[src/rtl/led_scan_scheduler.sv]
// Four-digit seven-segment scan controller: blanked anode multiplexing, hex window decode, debounced scroll.
// Outputs are registered; a scroll request waits for the next frame boundary so a frame never shows two offsets.
module led_scan_scheduler #(
  parameter int DIGIT_CYCLES    = 16,
  parameter int BLANK_CYCLES    = 2,
  parameter int DEBOUNCE_CYCLES = 4
) (
  input  logic        clk,
  input  logic        reset,
  input  logic        button,
  input  logic [63:0] msg,
  output logic        an3,
  output logic        an2,
  output logic        an1,
  output logic        an0,
  output logic        a,
  output logic        b,
  output logic        c,
  output logic        d,
  output logic        e,
  output logic        f,
  output logic        g,
  output logic        dp,
  output logic [3:0]  offset
);

  localparam int CNT_W = (DIGIT_CYCLES > 1) ? $clog2(DIGIT_CYCLES) : 1;
  localparam int DB_W  = $clog2(DEBOUNCE_CYCLES + 1);
  localparam logic [CNT_W-1:0] CNT_LAST  = CNT_W'(DIGIT_CYCLES - 1);
  localparam logic [CNT_W-1:0] CNT_BLANK = CNT_W'(BLANK_CYCLES);
  localparam logic [DB_W-1:0]  DB_LAST   = DB_W'(DEBOUNCE_CYCLES - 1);

  logic             sync1_q, sync1_d;
  logic             sync2_q, sync2_d;
  logic             db_q, db_d;
  logic [DB_W-1:0]  db_cnt_q, db_cnt_d;
  logic             pending_q, pending_d;
  logic [CNT_W-1:0] cnt_q, cnt_d;
  logic [1:0]       slot_q, slot_d;
  logic [3:0]       offset_q, offset_d;
  logic [3:0]       an_q, an_d;
  logic [6:0]       seg_q, seg_d;
  logic             dp_q, dp_d;

  logic             rise;
  logic             wrap;
  logic             frame_end;
  logic             load;
  logic [3:0]       idx;
  logic [3:0]       nib;

  // Active-low abcdefg pattern for one hex digit.
  function automatic logic [6:0] hex7(input logic [3:0] h);
    logic [6:0] s;
    case (h)
      4'h0: s = 7'b0000001;
      4'h1: s = 7'b1001111;
      4'h2: s = 7'b0010010;
      4'h3: s = 7'b0000110;
      4'h4: s = 7'b1001100;
      4'h5: s = 7'b0100100;
      4'h6: s = 7'b0100000;
      4'h7: s = 7'b0001111;
      4'h8: s = 7'b0000000;
      4'h9: s = 7'b0000100;
      4'hA: s = 7'b0001000;
      4'hB: s = 7'b1100000;
      4'hC: s = 7'b0110001;
      4'hD: s = 7'b1000010;
      4'hE: s = 7'b0110000;
      default: s = 7'b0111000;
    endcase
    return s;
  endfunction

  always_comb begin
    sync1_d  = button;
    sync2_d  = sync1_q;
    db_d     = db_q;
    db_cnt_d = '0;
    if (sync2_q != db_q) begin
      if (db_cnt_q == DB_LAST) begin
        db_d = sync2_q;
      end else begin
        db_cnt_d = db_cnt_q + 1'b1;
      end
    end
    rise = ~db_q & db_d;

    wrap      = (cnt_q == CNT_LAST);
    frame_end = wrap && (slot_q == 2'd0);
    cnt_d     = wrap ? '0 : cnt_q + 1'b1;
    slot_d    = wrap ? slot_q - 2'd1 : slot_q;

    // A rise landing on the boundary cycle itself survives into the next frame.
    offset_d  = offset_q + {3'b000, frame_end & pending_q};
    pending_d = frame_end ? rise : (pending_q | rise);

    // The cnt_q==0 term covers the very first slot after reset.
    load = (cnt_d == '0) || (cnt_q == '0);
    idx  = offset_d + 4'd3 - {2'b00, slot_d};
    nib  = msg[{idx, 2'b00} +: 4];

    seg_d = load ? hex7(nib) : seg_q;
    dp_d  = load ? ~((slot_d == 2'd3) && (offset_d == 4'd0)) : dp_q;
    an_d  = (cnt_d < CNT_BLANK) ? 4'hF : ~(4'b0001 << slot_d);
  end

  always_ff @(posedge clk or negedge reset) begin
    if (!reset) begin
      sync1_q   <= 1'b0;
      sync2_q   <= 1'b0;
      db_q      <= 1'b0;
      db_cnt_q  <= '0;
      pending_q <= 1'b0;
      cnt_q     <= '0;
      slot_q    <= 2'd3;
      offset_q  <= 4'd0;
      an_q      <= 4'hF;
      seg_q     <= 7'h7F;
      dp_q      <= 1'b1;
    end else begin
      sync1_q   <= sync1_d;
      sync2_q   <= sync2_d;
      db_q      <= db_d;
      db_cnt_q  <= db_cnt_d;
      pending_q <= pending_d;
      cnt_q     <= cnt_d;
      slot_q    <= slot_d;
      offset_q  <= offset_d;
      an_q      <= an_d;
      seg_q     <= seg_d;
      dp_q      <= dp_d;
    end
  end

  assign an3 = an_q[3];
  assign an2 = an_q[2];
  assign an1 = an_q[1];
  assign an0 = an_q[0];
  assign {a, b, c, d, e, f, g} = seg_q;
  assign dp     = dp_q;
  assign offset = offset_q;

endmodule

[config.mk]
export PLATFORM = sky130hd
export DESIGN_NAME = led_scan_scheduler
export DESIGN_NICKNAME = d
export VERILOG_FILES = /design/src/rtl/led_scan_scheduler.sv
export SDC_FILE = /design/constraint.sdc
export NUM_CORES = 1
export LEC_CHECK = 0
export CAP_MARGIN = 25
export CORE_MARGIN = 1
export CORE_UTILIZATION = 47
export CTS_CLUSTER_DIAMETER = 150
export DETAILED_ROUTE_END_ITERATION = 8
export HOLD_SLACK_MARGIN = 0.03
export PLACE_DENSITY = 0.86
export SLEW_MARGIN = 20
export SYNTH_ARGS = -nofsm -noshare
export SYNTH_HDL_FRONTEND = slang
export SYNTH_SLANG_ARGS = --single-unit
[constraint.sdc]
create_clock -name clk -period 11.4 [get_ports clk]
set_input_delay 1.71 -clock clk [delete_from_list [all_inputs] [get_ports clk]]
set_output_delay 1.71 -clock clk [all_outputs]
set_load 0.01 [all_outputs]
==> flow_summary.yaml, run 1 <==
critical_path:
  reg2reg_from: "cnt_q[0]"
  cp_max_fo: 7
  worstSetupPathType: "flop to flop"
  critical_path_arrival_ns: 4.93
  critical_path_required_ns: 11.59
  rrSetupSlack_ns: 6.66
  worst_path_dominant_cell_family: "adder cells"
  crit_buf_inv: 2
  crit_path_end_kind: "flop"
  max_stage_delay_ns: 0.62
  crit_top_cell: "ha_1"
  startpoint_type: "flop"
  cp_slowest_cell: "mux4_2"
  r2r_cells: 16
  r2r_end: "seg_q[3]"
  cp_cell_sequence: "ha_1 > and3_1 > and3_1 > ha_1 > ha_1 > ha_1 > ha_1 > inv_1 > fa_1 > xnor2_2 > xnor2_4 > mux4_2 > inv_1 > ha_1 > a2111oi_0 > a311oi_1"
placed_design:
  hpwl_um: 3790
  finalWeightedCongestion: 0.820
  port_buffers: 82
  numPlacedInstances: 295
min_path:
  holdPathEnd: "sync2_q"
  worstHoldStart: "sync1_q"
  whs_path_depth: 0
  hold_path.class: "flop to flop"
sta:
  worst_pin_slew_ns: 0.851
  max_freq_mhz: 211
  tns_ns: 0
  final.min_clock_period_ns: 4.74
  relSlewSlack_pct: 43.3
  finalSetupViolCount: 0
  timing.final.crit_share_pct: 41.5
  rsz0062_at_grt: "no"
  slew_viol_final: 0
  hold_viol: 0
  skew_ns: 0.0106
floorplan:
  rows: 23
  start_util_pct: 50.3
  core-area_um2: 4120
  die_h_um: 68.4
  dieArea_um2: 4680
  ioPinCount: 83
  dieWidth_um: 68.4
synth:
  synth_top_flop_cell: "dfrtp_1"
  synth_seq_area_share_pct: 35.9
  avgSynthCellArea_um2: 12.3
  syn_inst: 168
  synthArstFlopShare_pct: 100
  ys_types: 42
  synth_nets: 252
  synth-edff-count: 0
  yosysWarnings: 0
  synthesis.area_um2: 2070
  ys_ff_latch: 29
finish:
  mostFrequentLayoutCells: "clkdlybuf4s50_1 (82), inv_1 (17), mux4_2 (16), ha_1 (16), dfrtp_1 (15)"
  layout_commonest_cell: "clkdlybuf4s50_1"
  area_growth_pct: 46.1
  fillers: 294
  drive_above_1_share_pct: 18.2
  nNetsFinal: 336
  finalNonFillerCells: 303
  antenna_cells: 0
global_route:
  grt_usage_pct: 22.5
  met1_usage_pct: 25.2
  grt_pass1_vias: 1717
  grt_max_degree: 30
  grt_pass1_wl_um: 7530
  use_met3_pct: 4.33
  busiest_layer: "met2"
  gr-usage-met2_pct: 40.1
  grt_overflow: 0
  grt_antenna_before_repair: 0
route:
  drt_iter0_drc: 149
  antenna_violating_nets_post_route: 0
  vias_per_cell: 5.50
  avgRoutedWirePerCell_um: 15.5
  wl_um: 4690
  drc: 0
  vias: 1668
  drt-pass1-iter-count: 4
cts:
  cts.sinks: 29
  clk_transition_reported_paths_ns: 0.07
  cts_tree: "built"
  ctsResizeCount: 0
  cts_root_buf: "clkbuf_8"
  numCtsBuffers: 5
  h-tree-depth: 2
  cts_setup_buffers: 0
  insertion_delay_ns: 0.28
  cts.path.max_buffers: 2
  cts_hold_buf: 0
job:
  drv_cap: 0
power_and_ir_drop:
  p_per_area_nw_per_um2: 139
  p_leak_uw: 0.00125
  ir_worst_vdd_mv: 0.0760
run_status:
  status: "completed"
## metrics by stage
stage	setup WS, ns	cell area [um^2]	hold WS [ns]	power, uW	util, %
after floorplan	7.02	2070	0.331	258	-
after global placement	6.85	2910	0.333	311	70.7
after detailed placement	6.69	2910	0.338	315	70.7
after CTS	6.66	3030	0.352	425	73.5
after global routing	6.33	3030	0.360	448	73.5
final	6.66	3030	0.349	421	73.5
## worst reg2reg max path: stages (launching register included)
cell and delay (ns):
dfrtp_1 0.43, ha_1 0.31, and3_1 0.26, and3_1 0.20, ha_1 0.19, ha_1 0.31
ha_1 0.29, ha_1 0.15, inv_1 0.06, fa_1 0.40, xnor2_2 0.19, xnor2_4 0.34
mux4_2 0.62, inv_1 0.17, ha_1 0.26, a2111oi_0 0.39, a311oi_1 0.10
## report_power, final
group	total (uW)	switching, uW	internal [uW]
sequential	140	10.5	129
combinational	173	70.9	102
clock	108	37.3	71.2
## kinds of logic (layout without fill, tap and decap cells)
| logic type | count (synthesis) | in the layout | share of synthesized area [%] |
|---|---|---|---|
| buffers and inverters | 25 | 110 | 6.16 |
| flip-flops | 29 | 29 | 35.9 |
| multiplexers | 27 | 27 | 25.5 |
| AO/OA/AOI/OAI | 27 | 27 | 8.88 |
| adder cells (fa/ha/maj) | 17 | 17 | 10.6 |
| XOR/XNOR | 7 | 7 | 4.23 |
| AND/OR/NAND/NOR | 36 | 36 | 8.70 |
## synthesized netlist by cell type (all sizes together) (3+ instances only)
cell	n	area, um^2
a21oi	5	25.0
a31oi	3	18.8
buf	5	52.6
dfrtp	15	375
dfstp	14	368
ha	16	200
inv	18	67.6
mux2i	6	60.1
mux4	19	439
nand2	7	26.3
nand3	5	25.0
nor2	12	45.0
nor2b	3	26.3
nor3	3	15.0
o21ai	6	30.0
o31ai	3	22.5
xnor2	5	70.1
## layer usage
layer	wire, um	share of wire [%]	vias up
met3	181	3.9	10
met1	1890	40	805
met2	2500	53	59
met5	0	0	-
met4	116	2.5	0
li1	-	-	794
## registers in the layout (all words and copies together) (netlist names)
signal     flops
an_q           4
cnt_q          4
db_cnt_q       3
db_q           1
dp             1
offset         4
pending_q      1
seg_q          7
slot_q         2
sync1_q        1
sync2_q        1
## worst max-delay path by stage
| stage | start | end | slack [ns] | cells past startpoint |
|---|---|---|---|---|
| after CTS | cnt_q[0] | seg_q[3] | 6.66 | 16 |
| after floorplan | cnt_q[0] | seg_q[3] | 7.02 | 16 |
| after detailed placement | cnt_q[0] | seg_q[3] | 6.69 | 16 |
| after global placement | cnt_q[0] | seg_q[3] | 6.85 | 16 |
| after global routing | cnt_q[0] | seg_q[3] | 6.33 | 16 |
| final | cnt_q[0] | seg_q[3] | 6.66 | 16 |
## layout make-up
type	instances	area (um^2)	share of cell area (%)
well taps	50	62.6	2.07
multi-input cells	114	1200	39.7
repair buffers	84	836	27.6
inverters	18	67.6	2.23
clock buffers	7	86.3	2.85
flip-flops and latches	29	743	24.6
clock inverters	1	30.0	0.992
Power figures use the tool's default switching activity.
==> run 2: changes to the inputs <==
--- a/config.mk
+++ b/config.mk
@@ -7,11 +7,11 @@
 export LEC_CHECK = 0
 export CAP_MARGIN = 25
 export CORE_MARGIN = 1
-export CORE_UTILIZATION = 47
+export CORE_UTILIZATION = 39
 export CTS_CLUSTER_DIAMETER = 150
 export DETAILED_ROUTE_END_ITERATION = 8
 export HOLD_SLACK_MARGIN = 0.03
-export PLACE_DENSITY = 0.86
+export PLACE_DENSITY = 0.76
 export SLEW_MARGIN = 20
 export SYNTH_ARGS = -nofsm -noshare
 export SYNTH_HDL_FRONTEND = slang
==> constraint.sdc (replaced) <==
create_clock -name clk -period 3.87 [get_ports clk]
set_input_delay 0.5805 -clock clk [delete_from_list [all_inputs] [get_ports clk]]
set_output_delay 0.5805 -clock clk [all_outputs]
set_load 0.01 [all_outputs]
==> run 2 against run 1 <==
Effect of this change:
- clock skew grew 0.0015 ns
- cell count up 13%
- critical endpoint is now seg_q[1]
- first-iteration DRC count shrank 57%
- critical path depth increased by 1
- clock power increased to 2.9 times the previous value
- count of clock-buffer cells in the layout fell by 1
- the run now ends with setup timing left
- highest routed layer unchanged
- non-clock buffer count grew 19
==> flow_summary.yaml, run 2 (same netlist as run 1, synthesis figures left out) <==
run_status:
  status: "finished with violations"
  violations: "setup timing"
power_and_ir_drop:
  comb_power_share_pct: 44.7
  ir_worst_vdd_mv: 0.254
  swShare_pct: 29.5
  pwr-share-seq_pct: 31.8
  p_leak_uw: 0.00135
  clkPwrFrac_pct: 23.5
  p_per_area_nw_per_um2: 392
  power_switching_uw: 386
  p_int_uw: 923
sta:
  skew_ns: 0.0120
  final.min_clock_period_ns: 3.89
  worst_slack_ns: -0.0233
  holdWs_ns: 0.366
  max_freq_mhz: 257
  timing.final.crit_share_pct: 101
  hold_viol: 0
  rsz0062_at_grt: "yes"
  slew_viol_final: 0
  relSlewSlack_pct: 64.4
  tns_ns: -0.0233
  worst_pin_slew_ns: 0.532
  finalSetupViolCount: 1
finish:
  antenna_cells: 0
  largest_register_ffs: 7
  layout_commonest_cell: "clkdlybuf4s50_1"
  fin_area_um2: 3340
  area_growth_pct: 61.2
  nNetsFinal: 355
  drive_above_1_share_pct: 30.1
  final_util_pct: 65.4
  mostFrequentLayoutCells: "clkdlybuf4s50_1 (82), buf_4 (19), mux4_2 (16)"
  largest-register: "seg_q"
critical_path:
  critical_path_arrival_ns: 4.10
  critical_path_required_ns: 4.08
  cp_max_fo: 4
  max_stage_delay_ns: 0.60
  worst_path_dominant_cell_family: "adder cells"
  crit_top_cell: "ha_4"
  startpoint_type: "flop"
  crit_path_end_kind: "flop"
  cp_cell_sequence: "inv_1 > ha_2 > and3_4 > ha_4 > ha_4 > ha_4 > ha_4 > inv_2 > fa_2 > xnor2_4 > xnor2_4 > mux4_2 > ha_2 > inv_1 > mux2i_1 > a221oi_2 > nor2_1"
  crit_buf_inv: 3
  cp_slowest_cell: "mux4_2"
  worstSetupPathType: "flop to flop"
route:
  avgRoutedWirePerCell_um: 14.8
  wl_um: 5050
  antenna_violating_nets_post_route: 0
  vias: 1745
  drc: 0
  drt_iter0_drc: 64
  drt-pass1-iter-count: 4
  vias_per_cell: 5.10
floorplan:
  rows: 26
  die_h_um: 74.9
  ioPinCount: 83
  dieWidth_um: 74.9
  start_util_pct: 40.6
  dieArea_um2: 5610
  core-area_um2: 5110
cts:
  clk_transition_reported_paths_ns: 0.06
  cts.path.max_buffers: 2
  insertion_delay_ns: 0.29
  cts.sinks: 29
  cts_tree: "built"
  h-tree-depth: 2
  cts_root_buf: "clkbuf_8"
  numCtsBuffers: 5
  cts_hold_buf: 0
placed_design:
  placed_cell_area_um2: 3200
  port_buffers: 82
  hpwl_um: 4150
  finalWeightedCongestion: 0.839
global_route:
  grt_pass1_vias: 1720
  grt_overflow: 0
  grt_pass1_wl_um: 7980
  grt_antenna_before_repair: 0
  grt_usage_pct: 19.1
  grt_max_degree: 17
job:
  drv_cap: 0
min_path:
  hold_path.class: "flop to flop"
run 2: power groups by stage:
stage	logic [uW]	clock network, uW	registers [uW]
after floorplan	352	0	432
after global placement	569	0	419
after detailed placement	578	0	421
after CTS	584	314	416
after global routing	633	327	422
final	585	308	416
run 2: final timing paths:
| check | cells after the start | slack, ns | end | start |
|---|---|---|---|---|
| worst max-delay path | 17 | -0.02 | seg_q[1] | slot_q[0] |
| worst min-delay path | 0 | 0.37 | sync2_q | sync1_q |
| worst max register to register | 17 | -0.02 | seg_q[1] | slot_q[0] |
| worst min register to register | 0 | 0.37 | sync2_q | sync1_q |
| max in group asynchronous | 3 | 2.49 | seg_q[0] | reset |
| min in group asynchronous | 1 | 0.64 | offset[1] | reset |
run 2: through the flow:
| step | power [uW] | setup slack, ns | cells |
|---|---|---|---|
| 6_report | 1310 | -0.0233 | 342 |
| 2_1_floorplan | 784 | -0.163 | 168 |
| 4_1_cts | 1310 | 0.0110 | 341 |
| 5_1_grt | 1380 | -0.172 | 342 |
| 3_5_place_dp | 999 | -0.104 | 332 |
| 3_3_place_gp | 988 | -0.0416 | 331 |
run 2: metal layers:
metal	wire [um]	up-vias	track usage, %
met5	0	-	0
met4	31	0	6.71
met3	219	4	4.15
met2	2610	62	30.4
met1	2190	849	26.0
li1	-	830	-
run 2: layout make-up:
type | instances | area (um^2)
multi-input cells | 114 | 1330
flip-flops and latches | 29 | 743
inverters | 18 | 70.1
clock inverters | 2 | 35.0
repair buffers | 103 | 998
clock buffers | 6 | 72.6
well taps | 70 | 87.6
fillers | 399 | 1770
run 2: repair_timing:
action                                  in CTS  in global routing
buffers inserted                             1                  1
endpoints found under the setup margin       6                  6
pin swaps                                    5                  2
resized for setup                            3                  3
